==> config.mk <==
export PLATFORM = sky130hd
export DESIGN_NAME = id_ex_stage
export DESIGN_NICKNAME = d
export VERILOG_FILES = /design/src/rtl/cpu_defs.sv /design/src/rtl/fwd_mux.sv /design/src/rtl/id_ex_stage.sv
export SDC_FILE = /design/constraint.sdc
export NUM_CORES = 1
export LEC_CHECK = 0
export CAP_MARGIN = 0
export CORE_UTILIZATION = 40
export DETAILED_ROUTE_END_ITERATION = 12
export PLACE_DENSITY = 0.78
export SLEW_MARGIN = 10
export SYNTH_ARGS = -nofsm -noshare
export SYNTH_HDL_FRONTEND = slang
export SYNTH_SLANG_ARGS = --single-unit
==> constraint.sdc <==
create_clock -name CLK -period 1.7 [get_ports CLK]
set_clock_uncertainty 0.05 [all_clocks]
set_input_delay 0.17 -clock CLK [delete_from_list [all_inputs] [get_ports CLK]]
set_output_delay 0.17 -clock CLK [all_outputs]
set_load 0.01 [all_outputs]
==> src/rtl/cpu_defs.sv <==
`default_nettype none
// ============================================================================
// Package : cpu_defs
// Purpose : Shared widths, the "no register" address, ALU opcodes and the
//           decoded control bundle. RegisterHeap, the control unit and the
//           ID/EX stage all use these definitions.
// Revision: 1.0  initial release
// ============================================================================
package cpu_defs;

  localparam int DATA_W  = 16;
  localparam int REG_AW  = 4;
  localparam int ALUOP_W = 4;

  // Address that never takes part in forwarding or hazard matching.
  localparam logic [REG_AW-1:0] NOREG = 4'hF;

  typedef enum logic [ALUOP_W-1:0] {
    ALU_ADD  = 4'h0,
    ALU_SUB  = 4'h1,
    ALU_AND  = 4'h2,
    ALU_OR   = 4'h3,
    ALU_XOR  = 4'h4,
    ALU_SLL  = 4'h5,
    ALU_SRL  = 4'h6,
    ALU_SRA  = 4'h7,
    ALU_SLT  = 4'h8,
    ALU_PASS = 4'h9
  } alu_op_e;

  // Decoded control carried from decode into EX.
  typedef struct packed {
    logic               regwrite;
    logic               memread;
    logic               memwrite;
    logic               alusrc;
    logic [ALUOP_W-1:0] aluop;
  } ex_ctrl_t;

  // True when a write to wr_addr by a writing stage supplies src.
  function automatic logic reg_match(input logic             we,
                                     input logic [REG_AW-1:0] wr_addr,
                                     input logic [REG_AW-1:0] src);
    return we && (wr_addr == src) && (src != NOREG);
  endfunction

endpackage : cpu_defs
`default_nettype wire

==> src/rtl/fwd_mux.sv <==
`default_nettype none
// ============================================================================
// Module  : fwd_mux
// Purpose : Priority compare-and-select for one operand. Source A (the newer
//           result) beats source B; with no match the default value passes.
//           Tie A off (we=0) to get a single-source bypass.
// Ports   : src            register being read
//           a_we/a_addr/a_data   higher-priority result
//           b_we/b_addr/b_data   lower-priority result
//           dflt           value used when neither source matches
//           result         selected operand
// Revision: 1.0  initial release
// ============================================================================
module fwd_mux
  import cpu_defs::*;
(
  input  logic [REG_AW-1:0] src,
  input  logic              a_we,
  input  logic [REG_AW-1:0] a_addr,
  input  logic [DATA_W-1:0] a_data,
  input  logic              b_we,
  input  logic [REG_AW-1:0] b_addr,
  input  logic [DATA_W-1:0] b_data,
  input  logic [DATA_W-1:0] dflt,
  output logic [DATA_W-1:0] result
);

  always_comb begin
    result = dflt;
    if (reg_match(a_we, a_addr, src)) begin
      result = a_data;
    end else if (reg_match(b_we, b_addr, src)) begin
      result = b_data;
    end
  end

endmodule : fwd_mux
`default_nettype wire

==> src/rtl/id_ex_stage.sv <==
`default_nettype none
// ============================================================================
// Module  : id_ex_stage
// Purpose : Decode-to-execute pipeline register behind RegisterHeap.
//           Captures read data and decoded control, bypasses same-edge
//           write-back into the captured operands, forwards EX/MEM and MEM/WB
//           results onto the EX operands, and raises stall_o on load-use.
// Ports   : CLK, RST (async, active low)
//           decode side : valid_i, rdreg1/2_i, rdata1/2_i, imm_i, wrreg_i,
//                         regwrite_i, memread_i, memwrite_i, alusrc_i, aluop_i
//           core control: hold_i (freeze), flush_i (kill)
//           results     : exmem_* (EX/MEM), memwb_* (MEM/WB)
//           EX side     : valid_o, op1_o, op2_o, imm_o, wrreg_o, regwrite_o,
//                         memread_o, memwrite_o, alusrc_o, aluop_o
//           hazard      : stall_o
// Revision: 1.0  initial release
// ============================================================================
module id_ex_stage
  import cpu_defs::*;
(
  input  logic               CLK,
  input  logic               RST,
  input  logic               valid_i,
  input  logic [REG_AW-1:0]  rdreg1_i,
  input  logic [REG_AW-1:0]  rdreg2_i,
  input  logic [DATA_W-1:0]  rdata1_i,
  input  logic [DATA_W-1:0]  rdata2_i,
  input  logic [DATA_W-1:0]  imm_i,
  input  logic [REG_AW-1:0]  wrreg_i,
  input  logic               regwrite_i,
  input  logic               memread_i,
  input  logic               memwrite_i,
  input  logic               alusrc_i,
  input  logic [ALUOP_W-1:0] aluop_i,
  input  logic               hold_i,
  input  logic               flush_i,
  input  logic               exmem_regwrite_i,
  input  logic [REG_AW-1:0]  exmem_wrreg_i,
  input  logic [DATA_W-1:0]  exmem_data_i,
  input  logic               memwb_regwrite_i,
  input  logic [REG_AW-1:0]  memwb_wrreg_i,
  input  logic [DATA_W-1:0]  memwb_data_i,
  output logic               valid_o,
  output logic [DATA_W-1:0]  op1_o,
  output logic [DATA_W-1:0]  op2_o,
  output logic [DATA_W-1:0]  imm_o,
  output logic [REG_AW-1:0]  wrreg_o,
  output logic               regwrite_o,
  output logic               memread_o,
  output logic               memwrite_o,
  output logic               alusrc_o,
  output logic [ALUOP_W-1:0] aluop_o,
  output logic               stall_o
);

  // --------------------------------------------------------------------------
  // EX-stage state
  // --------------------------------------------------------------------------
  logic              ex_valid;
  logic [DATA_W-1:0] ex_data [2];   // captured operand values
  logic [REG_AW-1:0] ex_src  [2];   // source addresses, kept for EX forwarding
  logic [DATA_W-1:0] ex_imm;
  logic [REG_AW-1:0] ex_wrreg;
  ex_ctrl_t          ex_ctrl;

  // --------------------------------------------------------------------------
  // Per-operand views of the decode inputs
  // --------------------------------------------------------------------------
  logic [REG_AW-1:0] rd_addr  [2];
  logic [DATA_W-1:0] rd_data  [2];
  logic [DATA_W-1:0] cap_data [2];  // read data after write-back bypass
  logic [DATA_W-1:0] fwd_data [2];  // EX operand after forwarding

  assign rd_addr[0] = rdreg1_i;
  assign rd_addr[1] = rdreg2_i;
  assign rd_data[0] = rdata1_i;
  assign rd_data[1] = rdata2_i;

  genvar g;
  for (g = 0; g < 2; g++) begin : g_opnd
    // RegisterHeap is written on the same edge that this stage captures, so
    // its read port still shows the old value; take the write-back data.
    fwd_mux u_bypass (
      .src    (rd_addr[g]),
      .a_we   (1'b0),
      .a_addr (NOREG),
      .a_data ({DATA_W{1'b0}}),
      .b_we   (memwb_regwrite_i),
      .b_addr (memwb_wrreg_i),
      .b_data (memwb_data_i),
      .dflt   (rd_data[g]),
      .result (cap_data[g])
    );

    // EX/MEM is the younger result and wins over MEM/WB.
    fwd_mux u_fwd (
      .src    (ex_src[g]),
      .a_we   (exmem_regwrite_i),
      .a_addr (exmem_wrreg_i),
      .a_data (exmem_data_i),
      .b_we   (memwb_regwrite_i),
      .b_addr (memwb_wrreg_i),
      .b_data (memwb_data_i),
      .dflt   (ex_data[g]),
      .result (fwd_data[g])
    );
  end

  // --------------------------------------------------------------------------
  // Load-use hazard: the load in EX has no data until MEM, so a dependent
  // instruction in decode must wait one cycle. Suppressed while held, since
  // nothing moves anyway and the bubble would be lost.
  // --------------------------------------------------------------------------
  logic load_use;

  assign load_use = ex_valid && ex_ctrl.memread && (ex_wrreg != NOREG) &&
                    valid_i && ((ex_wrreg == rdreg1_i) || (ex_wrreg == rdreg2_i));
  assign stall_o  = load_use && !hold_i;

  // --------------------------------------------------------------------------
  // Pipeline register. Priority: flush > hold > stall > capture.
  // A bubble clears the source addresses too, so its operand outputs stay 0.
  // --------------------------------------------------------------------------
  logic load_bubble;

  assign load_bubble = flush_i || stall_o;

  always_ff @(posedge CLK or negedge RST) begin
    if (!RST) begin
      ex_valid   <= 1'b0;
      ex_data[0] <= '0;
      ex_data[1] <= '0;
      ex_src[0]  <= NOREG;
      ex_src[1]  <= NOREG;
      ex_imm     <= '0;
      ex_wrreg   <= NOREG;
      ex_ctrl    <= '0;
    end else if (load_bubble) begin
      ex_valid   <= 1'b0;
      ex_data[0] <= '0;
      ex_data[1] <= '0;
      ex_src[0]  <= NOREG;
      ex_src[1]  <= NOREG;
      ex_imm     <= '0;
      ex_wrreg   <= NOREG;
      ex_ctrl    <= '0;
    end else if (!hold_i) begin
      ex_valid         <= valid_i;
      ex_data[0]       <= cap_data[0];
      ex_data[1]       <= cap_data[1];
      ex_src[0]        <= rdreg1_i;
      ex_src[1]        <= rdreg2_i;
      ex_imm           <= imm_i;
      ex_wrreg         <= wrreg_i;
      // Side-effecting controls only survive for a real instruction.
      ex_ctrl.regwrite <= regwrite_i && valid_i;
      ex_ctrl.memread  <= memread_i  && valid_i;
      ex_ctrl.memwrite <= memwrite_i && valid_i;
      ex_ctrl.alusrc   <= alusrc_i;
      ex_ctrl.aluop    <= aluop_i;
    end
  end

  // --------------------------------------------------------------------------
  // Outputs
  // --------------------------------------------------------------------------
  assign valid_o    = ex_valid;
  assign op1_o      = fwd_data[0];
  assign op2_o      = fwd_data[1];
  assign imm_o      = ex_imm;
  assign wrreg_o    = ex_wrreg;
  assign regwrite_o = ex_ctrl.regwrite;
  assign memread_o  = ex_ctrl.memread;
  assign memwrite_o = ex_ctrl.memwrite;
  assign alusrc_o   = ex_ctrl.alusrc;
  assign aluop_o    = ex_ctrl.aluop;

endmodule : id_ex_stage
`default_nettype wire

# ---- Word-level counts from Yosys, hierarchy flattened
# Index checks and enable logic that the tools add are counted.
dict set report word_totals {
  register_bits 69
  in_bits 115
  out_inout_bits 62
  elab_cells 67
}
dict set report classes {
  n_eq_ne 14
  muxes 18
  n_reduce_logical 23
}
# op count
set op_table {}
lappend op_table {{16-bit 2-to-1 mux} 8}
lappend op_table {{32-bit 2-to-1 mux} 2}
lappend op_table {{4-bit equality test} 8}
lappend op_table {{8-bit 2-to-1 mux} 4}
lappend op_table {{1-bit logical AND} 20}
lappend op_table {{4-bit != test (second input constant)} 5}
lappend op_table {{4-bit 2-to-1 mux} 2}
lappend op_table {{1-bit logical OR} 2}
lappend op_table {{1-bit 2-to-1 mux} 2}
lappend op_table {{2-bit by 1-bit != test with 1-bit output (second input constant)} 1}
lappend op_table {{1-bit zero test} 1}

# ---- Logic depth before layout (Yosys ltp)
# Gate-level depths: netlist of run 1.
dict set report logic_depth {
  word_depth 7
  mapped_depth 8
  depth_no_buf 6
}

# ---- Modules after synthesis
# A second synthesis of run 1 with hierarchy kept.
dict set report unflattened {
  cells_unflattened 620
  area_unflattened_um2 5557.8
}
# mod n_inst cells_per_inst area_per_inst_um2 seq_area_each_um2
set by_module_without_submodules {}
lappend by_module_without_submodules {id_ex_stage 1 260 3155.5 1741.7}
lappend by_module_without_submodules {fwd_mux 4 90 600.6 0.0}

# ---- Worst setup path after synthesis of run 1
# OpenSTA, ideal clock, no wires.
dict set report synth_path {
  path_kind {register to output}
  start {register ex_src[1] (netlist name)}
  end {output port op2_o[10]}
  t_arrival_ps 1701
  required_ps 1480
  path_slack_ps -221
  path_stages_with_launch 7
  path_buffers 1
  path_cell_list {dfstp_2 xnor2_1 nand4_1 a21oi_2 buf_6 mux2i_1 o21ai_0}
}
dict set report synth_between {
  elab_chain_len 5
  elab_cells_between_ends 9
  cone_classes {eq/ne (3); mux (2); reduce/logical (4)}
}
# element line
set synth_lines {}
lappend synth_lines {{from (decl)} id_ex_stage.sv:61} ;# logic [REG_AW-1:0] ex_src [2];
lappend synth_lines {{4-bit equality test} cpu_defs.sv:44} ;# return we && (wr_addr == src) && (src != NOREG);
lappend synth_lines {{1-bit logical AND (2 in a row)} cpu_defs.sv:44}
lappend synth_lines {{16-bit 2-to-1 mux} fwd_mux.sv:32} ;# end else if (reg_match(b_we, b_addr, src)) begin
lappend synth_lines {{16-bit 2-to-1 mux (*)} fwd_mux.sv:30} ;# if (reg_match(a_we, a_addr, src)) begin
lappend synth_lines {{to (decl)} id_ex_stage.sv:45} ;# output logic [DATA_W-1:0] op2_o,
# Mark *: on every way between the ends. The rest lies on a longest branch, timed or not.

# ---- Worst setup path in the final report of run 1
dict set report layout_path {
  start {register ex_src[2] (netlist name)}
  end {output port op2_o[2]}
}
# The elaborated chain is that of the path after synthesis.

==> results of run 1 <==
[worst max path at each step]
stage	startpoint	endpoint	slack (ns)	cells past startpoint
after floorplan	wrreg_o[1]	ex_data[10]	-0.11	8
after global placement	memwb_wrreg_i[1]	op1_o[13]	-0.72	8
after detailed placement	memwb_wrreg_i[1]	op2_o[2]	-0.78	8
after CTS	ex_src[2]	op2_o[2]	-0.72	9
after global routing	ex_src[2]	op2_o[2]	-0.80	9
final	ex_src[2]	op2_o[2]	-0.74	9
[routing by layer]
metal | vias to the layer above | part of all wire, % | GRT usage (%)
met5 | - | 0 | 0
met4 | 0 | 2.7 | 10.4
met3 | 36 | 4.9 | 5.39
met2 | 164 | 51 | 48.4
met1 | 2384 | 42 | 36.5
li1 | 2186 | - | -
[logic make-up (layout without fill, tap and decap cells)]
logic type	Yosys count	count (layout)
xor+xnor	26	26
flops	69	69
simple gates	175	175
compound gates	109	109
mux	64	64
other cells	0	1
buf+inv	40	291
[per-stage QoR]
step,cells,hold WS (ns)
after CTS,872,0.275
after detailed placement,816,0.172
after floorplan,483,-0.176
after global placement,816,0.164
final,875,0.283
after global routing,875,0.285
[worst reg2reg max path: cells and delay by family, from the launching register on]
family                    cells  cell delay [ns]
xor gates and xnor gates      1             0.20
and+or+nand+nor               2             0.52
DFF                           1             0.59
AOI/OAI and AO/OA             2             0.27
buffers and inverters         3             0.36
[power groups by stage]
stage          registers (uW)  logic [uW]  clock network, uW
6_report                 1820        1310               1830
5_1_grt                  1830        1390               1930
4_1_cts                  1810        1240               1840
3_5_place_dp             1840        1180                  0
3_3_place_gp             1840        1150                  0
2_1_floorplan            1840         460                  0
[layout make-up]
type / instances / area (sq um) / area share, %
Multi-Input combinational cell: 374 / 2880 / 36.6
Timing Repair Buffer: 274 / 2800 / 35.5
Sequential cell: 69 / 1740 / 22.1
Tap cell: 140 / 175 / 2.22
Inverter: 1 / 3.75 / 0.0477
Clock inverter: 6 / 134 / 1.70
Antenna cell: 1 / 2.50 / 0.0318
Clock buffer: 10 / 138 / 1.75
[synth_stat cells (5+ instances only)]
library cell,instances,area [sq um]
buf_6,5,56.3
nor2_1,16,60.1
buf_2,7,35.0
or2_2,17,106
mux2i_1,64,641
dfrtp_1,57,1430
o21ai_0,34,170
nor2b_1,14,87.6
o22ai_2,30,375
nand2_1,85,319
nand3_1,11,55.1
xor2_1,8,70.1
a21oi_1,35,175
nand3b_1,21,158
nand4_1,6,37.5
clkbuf_1,24,90.1
dfstp_2,12,315
xnor2_1,18,158
[flip-flops by register name, indices dropped and copies added, names as in the netlist]
name	cells
imm_o	16
aluop_o	4
regwrite_o	1
alusrc_o	1
memread_o	1
memwrite_o	1
wrreg_o	4
ex_data	32
valid_o	1
ex_src	8
[what timing repair did]
item | CTS | global route
pin swaps | 55 | 31
setup buffers | 26 | 9
resized for setup | 212 | 46
hold buffers | 1 | 0
endpoints found under the hold margin | 57 | 0
setup endpoints to repair | 106 | 102
gates cloned | 13 | 1
==> results.txt, run 1 <==
In this design, the stage delay of the slowest critical-path cell is 0.62 ns. The post-synthesis net count is 598, and the static leakage is 0.00308 uW. Setup repair after global routing could not meet its margin everywhere.

The tool flagged a number of max-cap violations equal to 0. The shortest clock period the worst path allows after layout was 2.44 ns. The global-route wire length before repair was 25,500 microns; the switching power was 1320 uW. In this run, the number of DRC markers left after iteration 0 of detailed routing was 365. Kind of critical path: reg2out. For the total number of H-tree levels, the log shows 3. Walking the worst path, the cells encountered are xnor2_2 > nand4_1 > a21oi_4 > buf_12 > buf_12 > buf_6 > mux2i_1 > o21ai_1 > buf_2. The number of standard-cell rows in the floorplan came out at 38. The area share of xor/xnor cells in the synthesized design works out to 5.08%. The routed wire length is 17,000 microns. Global routing finished with a remaining overflow of 0. Cells with a size suffix above 1 make up 34.7% of the layout. For the design internal power, the log shows 3630 uW. In this run the critical register-to-register path is launched from wrreg_o[2]. Counting stages on the worst path, the most repeated cell is buf_12.

For the final routed database, the setup TNS stands at -40.62 ns. The checks that failed: negative setup slack. The share of total power dissipated in combinational logic is 26.4%.

Power share of the sequential group: 36.7%. For the worst setup path, the data required time is 1.48 ns. TritonCTS built the clock tree. In this run the register-to-register setup slack is -0.39 ns. Summing the areas of all compound-gate instances in the mapped netlist gives 18.1% of the synthesized area. The number of flops mapped to enable cells by yosys works out to 0. The worst slew slack as a fraction of its limit was 71.3%; the final design instance area without fill was 0.00788 sq mm.

The tools report the beginning of the worst hold path as flush_i. The buffer cell driving the clock tree root is clkbuf_8. Net switching is 26.6% of the power.

A synthesized cell averages 9.29 sq um. Broken down by cell family, the worst path's largest delay share belongs to flip-flops. After synthesis, the netlist uses 30 different library cells. Actual slew at the worst max-slew pin: 0.430 ns. The placeable core region was 0.0109 sq mm.

The run finished, with violations left. The wire-length estimate of the detail-placed layout is 9860 microns. Counting the buffers created by CTS gives 9.

Input and output buffers added on the ports amount to 176. Total power for the finished layout comes to 4950 uW. The count of nets left with antenna violations once routing finished came out at 0. The worst ir drop on vdd was 409 uV; the number of slew-limit violations in the final report was 0. The run gives 103 as the maximum number of pins on one net before global-route repair. The share of total power dissipated in the clock network is 36.9%. Combinational family with the most area after synthesis: simple AND/OR/NAND/NOR gates. The clock net in this run drives a total of 69 sinks.

Once the floorplan was initialized, standard cells occupied 41.2% of the core. The run gives 0.00679 sq mm as the cell area after placement. OpenSTA, run right after detailed placement, puts the worst setup slack at -0.775 ns. The worst hold path belongs to the class in2reg. For the number of ports placed on the die boundary, the log shows 177. The mux share of post-synthesis cell area came out at 14.3%. The number of cells traversed by the worst register-to-register path was 8. The count of buffer and inverter cells on the critical path was 4. Across all layers, the routed design uses 4,770 vias. The least setup slack across all paths after layout is -0.741 ns, and the upper clock frequency limit is 0.410 GHz. The cell count after synthesis came out at 483. The number of filler instances in the final layout is 760.

The average via count per standard cell works out to 5.45. During synthesis, Yosys emitted a total of 0 warnings. Average wire per cell in the routed design: 19.4 microns.

The number of antenna violations at the first check in global routing is 1. The slowest stage of the critical path is the dfstp_2 cell. In this run, synthesis produced a sequential element count of 69.

The worst path uses 144% of the clock period. Measured along the x axis, the die boundary spans 108 microns. Counting instances, the worst hold path has a depth of 4. The launching element type of the critical path was a flip-flop. In the layout the commonest cells are clkdlybuf4s50_1 (136), nand2_1 (85), mux2i_1 (59), dfrtp_1 (57), buf_4 (54). Number of optimization iterations in the first detailed-route pass: 5.

The remaining design rule violation count came out at 0. The net count of the finished layout is 844. The number of global-route vias before repair is 4,905.

The count of final hold-check violations was 0. The path with the worst hold slack has its endpoint at ex_data[15]. Counting flops with an async set or reset pin after synthesis yields a share of 100%.

The power per standard cell area was 628 mW/mm^2. The worst register-to-register path ends at ex_data[7]. Measured along the y axis, the die boundary spans 108 microns. The logs give 2.22 ns for the data arrival at the endpoint of the critical path and 102 for the number of failing setup endpoints in the final timing report.

At the later pin of the worst-skew pair, clock insertion delay measures 0.35 ns. From synthesis to final layout, the design area changed by 75.6%. The library cell used most frequently in the layout, excluding fill and tap cells, is clkdlybuf4s50_1. The synthesized netlist devotes 19.1% of its cell area to simple gates.

For this run, the leading register cell type out of synthesis is dfrtp_1. After clock tree synthesis, the clock-pin slew on the worst setup and hold paths is 0.08 ns. Maximum fanout encountered on the critical timing path: 7. The tools report the maximum root-to-sink buffer count as 2. The synthesized netlist devotes 0% of its cell area to adder and majority cells. The floorplan step defined a die boundary enclosing 0.0116 sq mm. Summing every instance area after synthesis gives 0.00449 sq mm.

The placer's final routability congestion estimate was 0.894. STA classifies the critical path endpoint as an output port. Cells fill 72.3% of the core in the end. Across every metal layer, demand over resource in global routing totals 28.7%. The run gives 38.8% as the sequential fraction of the synthesis area.
(Power assumes the default switching activity.)
==> inputs of run 2 (changes only) <==
Settings changed: CORE_UTILIZATION 40 to 43, SYNTH_HIERARCHICAL set to 1.
==> results.txt, run 2 <==
The flow ran to the end, but the final reports show violations. Failing checks: negative setup slack (unchanged). The clock transition at the registers of the reported paths came out at 0.06 ns (was 0.08 ns). The number of I/O port buffers was 176 (unchanged); the layout overhead on the synthesized area was 97.3% (was 75.6%).

The number of flip-flops under the largest register name is 32 (unchanged). The total number of H-tree levels was 3 (unchanged); the number of maximum-capacitance violations was 0 (unchanged). For the number of filler instances in the final layout, the log shows 552 (was 760). The type of the worst min-delay path is in2reg (unchanged). The static leakage is 0.00416 uW (was 0.00308 uW). The number of ports placed on the die boundary is 177 (unchanged).

The tools report the destination of the worst register-to-register timing path as alusrc_o (was ex_data[7]). The area share of the largest cell type after synthesis came out at 25.7% (was 31.8%). The most common cell after layout, fill and taps aside is clkdlybuf4s50_1 (unchanged).

The shortest clock period the worst path allows after layout works out to 2.48 ns (was 2.44 ns). The number of slew-limit violations in the final report was 0 (unchanged); the total area of sequential cells was 0.00174 sq mm (unchanged). For the DRC violation total after the first TritonRoute iteration, the log shows 1,472 (was 365).

Sort of element at the end of the critical path: an output port (unchanged). For the net count of the finished layout, the log shows 1,062 (was 844). The design internal power is 4430 uW (was 3630 uW), and the worst hold path cell count is 5 (was 4). Setup repair after global routing could not meet its margin everywhere. The largest register by flop count is ex_data (unchanged). The tools report the switching power as 2460 uW (was 1320 uW). The actual slew at the worst max-slew pin was 0.992 ns (was 0.430 ns). Routed wire length: 33,500 microns (was 17,000 microns). The average wire per cell in the routed design works out to 29.8 microns (was 19.4 microns). For the effective utilization at floorplan, the log shows 44.0% (was 41.2%). The maximum fanout encountered on the critical timing path is 8 (was 7).

The number of antenna violations at the first check in global routing was 0 (was 1). The proportion of power drawn by combinational gates was 41.0% (was 26.4%). The power share of the sequential group is 27.2% (was 36.7%), and the data arrival at the endpoint of the critical path is 2.26 ns (was 2.22 ns). The average via count per standard cell was 7.00 (was 5.45). The tools report the final instance count without filler cells as 1,124 (was 875). The tools report the beginning of the worst hold path as hold_i (was flush_i).

The number of global-route vias before repair was 7,272 (was 4,905). The tools report the placer's final routability congestion estimate as 0.876 (was 0.894). The run gives 15,400 microns (was 9860 microns) as the final HPWL from detailed placement. The pre-CTS setup slack was -0.862 ns (was -0.775 ns). The run gives 38.5% (was 28.7%) as the total global-route track usage. For the reg2reg setup slack, the log shows -0.22 ns (was -0.39 ns). The number of optimization iterations in the first detailed-route pass is 10 (was 5).

Main area contributors after synthesis: dfrtp_1 (26%), mux2i_1 (9.5%), nor3_1 (9.1%), a31oi_2 (9.0%), nand3_1 (6.1%) (was dfrtp_1 (32%), mux2i_1 (14%), o22ai_2 (8.4%), nand2_1 (7.1%), dfstp_2 (7.0%)). Diode insertion count for antenna repair: 0 (was 1). For the area of the die, the log shows 0.0134 sq mm (was 0.0116 sq mm). The flip-flop and latch count after synthesis works out to 69 (unchanged). The maximum number of pins on one net before global-route repair was 82 (was 103); the power share of the clock group was 31.8% (was 36.9%). The kind of critical path is reg2out (unchanged). Overall power: 6900 uW (was 4950 uW).

The run gives 86.9% (was 72.3%) as the utilization after layout. The die extent in y came out at 116 microns (was 108 microns). Worst slew slack as a fraction of its limit: 33.9% (was 71.3%).

The number of instances in the synthesized netlist is 620 (was 483). The number of buffers inserted during clock tree synthesis is 9 (unchanged), and the least setup slack across all paths after layout is -0.777 ns (was -0.741 ns). Placeable core region: 0.0126 sq mm (was 0.0109 sq mm). The run gives 0.00556 sq mm (was 0.00449 sq mm) as the area of the mapped netlist.

Synth cell count leaders: nor3_1 (101), nand3_1 (68), o21ai_0 (64) (was nand2_1 (85), mux2i_1 (64), dfrtp_1 (57)). The via count is 7,868 (was 4,770), and the post-synthesis average cell area is 8.96 sq um (was 9.29 sq um). TritonCTS built the clock tree. The cell taking the most area after synthesis is dfrtp_1 (unchanged).

The worst ir drop on vdd is 583 uV (was 409 uV). The number of cells traversed by the worst register-to-register path came out at 8 (unchanged). The number of standard-cell rows in the floorplan is 41 (was 38).

For the cell count after placement, the log shows 1,076 (was 816). Startpoint of the most critical register-to-register path: wrreg_o[0] (was wrreg_o[2]). The remaining design rule violation count was 0 (unchanged); the count of antenna-violating nets left after detailed routing was 0 (unchanged).

The die width was 116 microns (was 108 microns); the number of failing setup endpoints in the final timing report was 90 (was 102). The share of cells above drive strength 1 works out to 48.2% (was 34.7%). The buffer cell driving the clock tree root is clkbuf_16 (was clkbuf_8). Leading cell type by number of instances after synthesis: nor3_1 (was nand2_1). The tools report the upper clock frequency limit as 0.404 GHz (was 0.410 GHz). The count of final hold-check violations came out at 0 (unchanged). The number of flops mapped to enable cells by yosys works out to 0 (unchanged).

The power per standard cell area was 629 mW/mm^2 (was 628 mW/mm^2); the maximum root-to-sink buffer count was 2 (unchanged). Clock insertion delay at the later pin of the skew report: 0.33 ns (was 0.35 ns). The tools report the worst hold endpoint as valid_o (was ex_data[15]). The proportion of total power due to net switching came out at 35.7% (was 26.6%). The share of flip-flops with an asynchronous set or reset after synthesis works out to 100% (unchanged). The tools report the unique cell type count in the Yosys netlist as 34 (was 30). The final-layout setup total negative slack is -31.50 ns (was -40.62 ns). Post-route clock period utilization: 146% (was 144%). The global-route wire length before repair was 38,900 microns (was 25,500 microns); the clock sink count was 69 (unchanged). Most used flip-flop cell after synthesis: dfrtp_1 (unchanged). The tools report the launching element type of the critical path as a flip-flop (unchanged).

The logs give 31.3% (was 38.8%) for the sequential fraction of the synthesis area and 0 (unchanged) for the final global-route overflow total. The area of the multi-input gates is 0.00513 sq mm (was 0.00288 sq mm). The data required time of the critical path was 1.48 ns (about the same); the count of warnings emitted by yosys was 6 (was 0).

Most frequent cells in the layout: clkdlybuf4s50_1 (123), buf_4 (95), dfrtp_1 (57), mux2i_1 (46) (was clkdlybuf4s50_1 (136), nand2_1 (85), mux2i_1 (59), dfrtp_1 (57), buf_4 (54)).
run 2: cell count changes after synthesis, sizes merged, moves of 29 or more:
cell / previous run / this run
a21oi: 39 / 5
o22ai: 30 / 0
a31oi: 0 / 64
nor3: 0 / 121
nand2: 85 / 12
nand3: 11 / 68
o21ai: 35 / 64
run 2: cell families after synthesis:
group                     after synthesis  share of synthesized area, %
AOI/OAI and AO/OA                     157                          22.3
buffers and inverters                  61                          6.21
DFF                                    69                          31.3
xor gates and xnor gates               36                          5.67
other                                   2                         0.135
and+or+nand+nor                       242                          24.8
muxes                                  53                          9.55
run 2: critical path, cell delays in order (launching register included):
cell     delay, ns
dfstp_2       0.68
nand3_1       0.20
a21oi_4       0.24
buf_6         0.25
nor3_2        0.07
buf_4         0.15
a31oi_4       0.16
buf_2         0.18
run 2: power by group through the flow:
stage	sequential, uW	combinational [uW]	clock (uW)
after floorplan	1870	873	0
after global placement	1870	1930	0
final	1870	2830	2190
after global routing	1880	2900	2270
after CTS	1840	2160	2140
after detailed placement	1870	1980	0
run 2: worst max path at each step:
stage / slack [ns] / start / endpoint / cells after the start
after global routing: -0.80 / ex_src[7] / op1_o[8] / 7
after CTS: -0.59 / ex_src[6] / op1_o[0] / 7
after detailed placement: -0.86 / exmem_wrreg_i[0] / op1_o[6] / 7
after floorplan: -0.10 / ex_src[4] / op1_o[10] / 6
final: -0.78 / ex_src[6] / op1_o[12] / 7
after global placement: -0.80 / exmem_wrreg_i[0] / op1_o[6] / 7
run 2: per-stage QoR:
stage               hold WS (ns)  cell area, sq um
detailed placement         0.178              8720
floorplan                 -0.176              5900
finish                     0.367             11000
CTS                        0.292              9750
global placement           0.176              8720
global route               0.377             11000
run 2: layout make-up:
cell class                      instances  area share (%)
Multi-Input combinational cell        533            46.8
Clock inverter                          6           0.856
Inverter                                1          0.0571
Sequential cell                        69            15.9
Tap cell                              172            1.96
Clock buffer                           10            2.18
Timing Repair Buffer                  333            32.2
run 2: timing repair:
item,4_1_cts,5_1_grt
gates cloned,8,7
resized for setup,268,232
setup buffers,14,8
pin swaps,31,81
hold buffers,1,0
endpoints found under the setup margin,84,89
hold endpoints to repair,10,0
run 2: layer usage:
metal / routed length [microns] / vias to the layer above / share of wire (%) / global-route usage [%]
met5: 118 / - / 0.35 / 0
met4: 3110 / 4 / 9.3 / 26.8
met3: 4600 / 348 / 14 / 10.6
met2: 14500 / 807 / 43 / 63.2
met1: 11200 / 3722 / 33 / 43.5
li1: - / 2987 / - / -
